<file path="config.mk">
export PLATFORM = sky130hd
export DESIGN_NAME = word_serializer
export DESIGN_NICKNAME = d
export VERILOG_FILES = /design/src/rtl/word_serializer_pkg.sv /design/src/rtl/word_serializer_bit_timer.sv /design/src/rtl/word_serializer.sv
export SDC_FILE = /design/constraint.sdc
export NUM_CORES = 1
export LEC_CHECK = 0
export ABC_AREA = 0
export CORE_ASPECT_RATIO = 1.1
export CORE_MARGIN = 2
export CORE_UTILIZATION = 45
export DETAILED_ROUTE_END_ITERATION = 8
export PLACE_DENSITY = 0.7
export SLEW_MARGIN = 20
export SYNTH_ARGS = -nofsm -noshare
export SYNTH_HDL_FRONTEND = slang
export SYNTH_SLANG_ARGS = --single-unit
</file>
<file path="constraint.sdc">
create_clock -name CLK -period 1.7 [get_ports CLK]
set_input_delay 0.51 -clock CLK [delete_from_list [all_inputs] [get_ports CLK]]
set_output_delay 0.51 -clock CLK [all_outputs]
set_load 0.01 [all_outputs]
</file>
<file path="src/rtl/word_serializer_pkg.sv">
// Shared definitions for the word serializer: FSM state encoding and line levels.
package word_serializer_pkg;

    typedef enum logic [1:0] {
        IDLE  = 2'd0,
        START = 2'd1,
        DATA  = 2'd2,
        STOP  = 2'd3
    } state_t;

    localparam logic TX_IDLE_LVL  = 1'b1;
    localparam logic TX_START_LVL = 1'b0;

endpackage

</file>
<file path="src/rtl/word_serializer_bit_timer.sv">
// Bit-period timer: counts 0..CLKS_PER_BIT-1 while enabled and flags the
// last cycle of each bit period with a combinational tick.
module word_serializer_bit_timer #(
    parameter int CLKS_PER_BIT = 4
) (
    input  logic CLK,
    input  logic RESET,
    input  logic i_en,
    input  logic i_restart,
    output logic o_tick
);

    localparam int CW = $clog2(CLKS_PER_BIT) + 1;
    localparam logic [CW-1:0] LAST = CW'(CLKS_PER_BIT - 1);

    logic [CW-1:0] r_cnt;

    // The terminal compare is equality, so CLKS_PER_BIT=1 ticks every enabled cycle
    // and the counter never has to count below zero.
    assign o_tick = i_en && (r_cnt == LAST);

    // Free-running count within a bit period, cleared on reset, restart or terminal count.
    always_ff @(posedge CLK) begin
        if (RESET || i_restart) begin
            r_cnt <= '0;
        end else if (i_en) begin
            if (r_cnt == LAST) begin
                r_cnt <= '0;
            end else begin
                r_cnt <= r_cnt + 1'b1;
            end
        end
    end

endmodule

</file>
<file path="src/rtl/word_serializer.sv">
// UART-style word serializer: start bit, WIDTH data bits LSB first, stop bit.
// TX, BUSY and DONE are registered from the next-state values so they change
// on the same edge as the state they describe.
module word_serializer
    import word_serializer_pkg::*;
#(
    parameter int WIDTH        = 16,
    parameter int CLKS_PER_BIT = 4
) (
    input  logic             CLK,
    input  logic             RESET,
    input  logic [WIDTH-1:0] IN,
    input  logic             LOAD,
    output logic             TX,
    output logic             BUSY,
    output logic             DONE
);

    localparam int BCW = $clog2(WIDTH) + 1;
    localparam logic [BCW-1:0] BC_LAST = BCW'(WIDTH - 1);

    state_t           r_state;
    logic [WIDTH-1:0] r_shift;
    logic [BCW-1:0]   r_bitcnt;
    logic             r_tx;
    logic             r_busy;
    logic             r_done;

    state_t           w_state_nxt;
    logic [WIDTH-1:0] w_shift_nxt;
    logic [BCW-1:0]   w_bitcnt_nxt;
    logic             w_tx_nxt;
    logic             w_done_nxt;
    logic             w_tick;
    logic             w_idle;

    assign w_idle = (r_state == IDLE);

    // The timer sits cleared while idle so the start bit always gets a full period.
    word_serializer_bit_timer #(
        .CLKS_PER_BIT(CLKS_PER_BIT)
    ) u_bit_timer (
        .CLK      (CLK),
        .RESET    (RESET),
        .i_en     (!w_idle),
        .i_restart(w_idle),
        .o_tick   (w_tick)
    );

    // Next-state, shift register and bit counter update; LOAD only matters in IDLE.
    always_comb begin
        w_state_nxt  = r_state;
        w_shift_nxt  = r_shift;
        w_bitcnt_nxt = r_bitcnt;
        w_done_nxt   = 1'b0;
        case (r_state)
            IDLE: begin
                if (LOAD) begin
                    w_shift_nxt  = IN;
                    w_bitcnt_nxt = '0;
                    w_state_nxt  = START;
                end
            end
            START: begin
                if (w_tick) begin
                    w_state_nxt = DATA;
                end
            end
            DATA: begin
                if (w_tick) begin
                    w_shift_nxt = {1'b0, r_shift[WIDTH-1:1]};
                    if (r_bitcnt == BC_LAST) begin
                        w_bitcnt_nxt = '0;
                        w_state_nxt  = STOP;
                    end else begin
                        w_bitcnt_nxt = r_bitcnt + 1'b1;
                    end
                end
            end
            STOP: begin
                if (w_tick) begin
                    w_state_nxt = IDLE;
                    w_done_nxt  = 1'b1;
                end
            end
            default: begin
                w_state_nxt = IDLE;
            end
        endcase
    end

    // Line level that the next state will drive.
    always_comb begin
        w_tx_nxt = TX_IDLE_LVL;
        case (w_state_nxt)
            START:   w_tx_nxt = TX_START_LVL;
            DATA:    w_tx_nxt = w_shift_nxt[0];
            default: w_tx_nxt = TX_IDLE_LVL;
        endcase
    end

    // State and registered outputs; reset aborts any frame without pulsing DONE.
    always_ff @(posedge CLK) begin
        if (RESET) begin
            r_state  <= IDLE;
            r_shift  <= '0;
            r_bitcnt <= '0;
            r_tx     <= TX_IDLE_LVL;
            r_busy   <= 1'b0;
            r_done   <= 1'b0;
        end else begin
            r_state  <= w_state_nxt;
            r_shift  <= w_shift_nxt;
            r_bitcnt <= w_bitcnt_nxt;
            r_tx     <= w_tx_nxt;
            r_busy   <= (w_state_nxt != IDLE);
            r_done   <= w_done_nxt;
        end
    end

    assign TX   = r_tx;
    assign BUSY = r_busy;
    assign DONE = r_done;

endmodule
</file>
==> metrics.md <==
| Metric | Value |
|---|---|
| Number of global-route vias before repair | 1065 |
| Part of the Yosys area used for sequential elements | 46.4% |
| Synth top area share | 46.4% |
| Antenna-violating nets left | 0 |
| Clock skew | 14.3 ps |
| Ys Warns | 0 |
| Critical path arrival | 1860 ps |
| Clock tree buffer depth | 2 |
| Critical path peak fanout | 17 |
| DRC | 0 |
| Pwr per Cell Area | 808 mW/mm² |
| Area occupied by multi-input gates | 597 µm² |
| Commonest non-fill, non-tap cell in the layout | dfxtp_1 |
| Flops & latches, synth | 29 |
| Sequential share of power | 56.0% |
| Area Growth Syn to Fin | 28.8% |
| CTS clk-pin slew, worst paths | 90 ps |
| Net switching power | 329 µW |
| Row Count | 20 |
| Reg area | 581 µm² |
| Post-Syn Instances | 129 |
| Max rail drop VDD | 0.495 mV |
| Final HPWL DP | 1.84 mm |
| Crit path time final | 1600 ps |
| Max Slew Vio Count | 0 |
| Chip height | 59.3 µm |
| Share of layout cells above drive strength 1 | 17.8% |
| Final nets | 183 |
| Root buffer cell | clkbuf_4 |
| GR Overflow Total | 0 |
| Setup crit start | LOAD |
| Syn Area/Cell | 9.71 µm² |
| Largest net degree at the start of global routing | 18 |
| Logic pwr share | 14.2% |
| Fmax | 624 MHz |
| Die Area | 0.00322 mm² |
| Required @ worst endpoint | 1960 ps |
| Most frequent cells in the layout | 29 x dfxtp_1, 19 x a21oi_1, 18 x clkdlybuf4s50_1 |
| Clk pwr share | 29.9% |
| Drt total wl | 2.60 mm |
| # hold bufs at CTS | 0 |
| Synth area leader | dfxtp_1 |
| Final Hold Viols | 0 |
| P_int | 974 µW |
| FILL cells | 252 |
| Total GRT Usage | 18.9% |
| Final hold slack | 443 ps |
| First-pass GRT wire length | 4.35 mm |
| Mapped Area | 0.00125 mm² |
| Htree depth | 2 |
| FF-to-FF setup slack | 110 ps |
| Max Cap Violations | 0 |
| HP Start | u_bit_timer.r_cnt[0]$_SDFFE_PP0N_ |
| Die X | 54.3 µm |
| Hold Path Class | reg2reg |
| Yosys cell types | 33 |
| Routed wire per std cell | 13.2 µm |
| Reg2reg start | u_bit_timer.r_cnt[0]$_SDFFE_PP0N_ |
| Initial antenna violation count | 0 |
| Setup CP Type | in2reg |
| CTS tree | built |
| TritonCTS Buffers | 5 |
| Critical Path Start Type | primary input |
| # port buffers | 21 |
| Final instance area | 0.00161 mm² |
| Actual slew at the worst max-slew pin | 450 ps |
| GPL Wtd Cong | 0.817 |
| Post-DP Area | 0.00152 mm² |
| Post-Place Cells | 184 |
| Run status | completed |
| Starting Density | 46.3% |
| IO Count | 22 |
| Vias | 1085 |
| Final core occ | 59.7% |
| DRT Pass-1 Iters | 4 |
| Syn_nets | 150 |
| Switching share of power | 25.3% |
| Max transition margin | 69.6% |
| DR vias/cell | 5.54 |
| Starting DRT DRC Count | 25 |
| Final setup vio count | 0 |
| Clk_lat worst skew | 330 ps |
| Diodes inserted | 0 |
| Area contributors post-synth | dfxtp_1 46%, a22oi_1 9.0%, a21oi_1 7.6% |
| # clock sinks | 29 |
| Final Cycle Share | 94.2% |
| Core Box Area | 0.00270 mm² |
| Static leakage power | 0.000620 µW |
| Overall Power | 1300 µW |
| Critical Path End Type | register |
| Final cell count without fillers | 196 |
kinds of logic (layout without fill, tap and decap cells):
| kind of cell | after synthesis | count (layout) | share of synthesized area (%) |
|---|---|---|---|
| AND/OR/NAND/NOR | 45 | 45 | 22.2 |
| AO/OA/AOI/OAI | 41 | 41 | 21.3 |
| flip-flops | 29 | 29 | 46.4 |
| buffers and inverters | 10 | 44 | 6.69 |
| adder cells (fa/ha/maj) | 2 | 2 | 2.00 |
| XOR/XNOR | 1 | 1 | 0.699 |
| multiplexers | 1 | 1 | 0.799 |
routing by layer:
layer  vias up  track usage (%)  wire length [µm]
li1        540                -                 -
met5         -                0                 0
met3         6             6.82               146
met2        28             32.4              1320
met4         0             7.50                46
met1       511             20.7              1090
cells in the mapped netlist:
cell	number
nor4b_1	3
buf_2	1
clkbuf_1	3
nor2_4	1
a22oi_2	1
mux2i_1	1
ha_1	2
a31oi_1	1
a22oi_1	15
o21ai_2	1
dfxtp_1	29
nand3b_1	1
nand2_1	17
a221oi_1	2
xor2_1	1
buf_6	4
nor3_1	1
buf_4	1
nor3b_4	1
and4b_1	1
nor4bb_4	1
o21ai_0	1
nand2b_1	1
a21oi_1	19
nand4b_1	1
nor4_1	1
nand3_1	3
nor2b_1	3
nor3b_1	3
a311oi_1	1
buf_8	1
nor4bb_1	1
nor2_1	6
power by group through the flow:
stage / sequential [µW] / clock, µW / combinational (µW)
2_1_floorplan: 740 / 0 / 96.7
3_3_place_gp: 744 / 0 / 172
3_5_place_dp: 745 / 0 / 176
4_1_cts: 730 / 406 / 177
5_1_grt: 734 / 438 / 202
6_report: 730 / 389 / 185
final cells by class:
| class | count | share of cell area [%] |
|---|---|---|
| Timing Repair Buffer | 36 | 21.3 |
| Multi-Input combinational cell | 90 | 37.0 |
| Clock inverter | 2 | 0.621 |
| Sequential cell | 29 | 36.0 |
| Tap cell | 33 | 2.56 |
| Clock buffer | 6 | 2.56 |
critical path, stage by stage:
cell	delay (ps)
clkdlybuf4s50_1	480
nor3b_4	290
buf_4	290
a221oi_1	110
a31oi_1	170
flip-flops by register name (all words and copies together), names as in the netlist:
signal             cells
r_shift               16
r_bitcnt               5
u_bit_timer.r_cnt      3
r_state                2
BUSY                   1
DONE                   1
TX                     1
what timing repair did:
action | in CTS | in global routing
cloned | 0 | 0
endpoints found under the setup margin | 4 | 19
pin swaps | 1 | 1
resized for setup | 0 | 5
buffers inserted | 0 | 4
stage by stage:
step / TNS, ps / setup slack, ps
floorplan: 0 / 194
global placement: -2280 / -169
detailed placement: -2580 / -184
CTS: 0 / 4.48
global route: -11.7 / -11.7
finish: 0 / 98.3
path summary, 6_finish.rpt:
kind	to	cells past startpoint
worst max-delay path	TX$_SDFF_PP1_	5
worst min-delay path	u_bit_timer.r_cnt[0]$_SDFFE_PP0N_	1
worst max register to register	TX$_SDFF_PP1_	6
worst min register to register	u_bit_timer.r_cnt[0]$_SDFFE_PP0N_	1
Power figures use the tool's default switching activity.
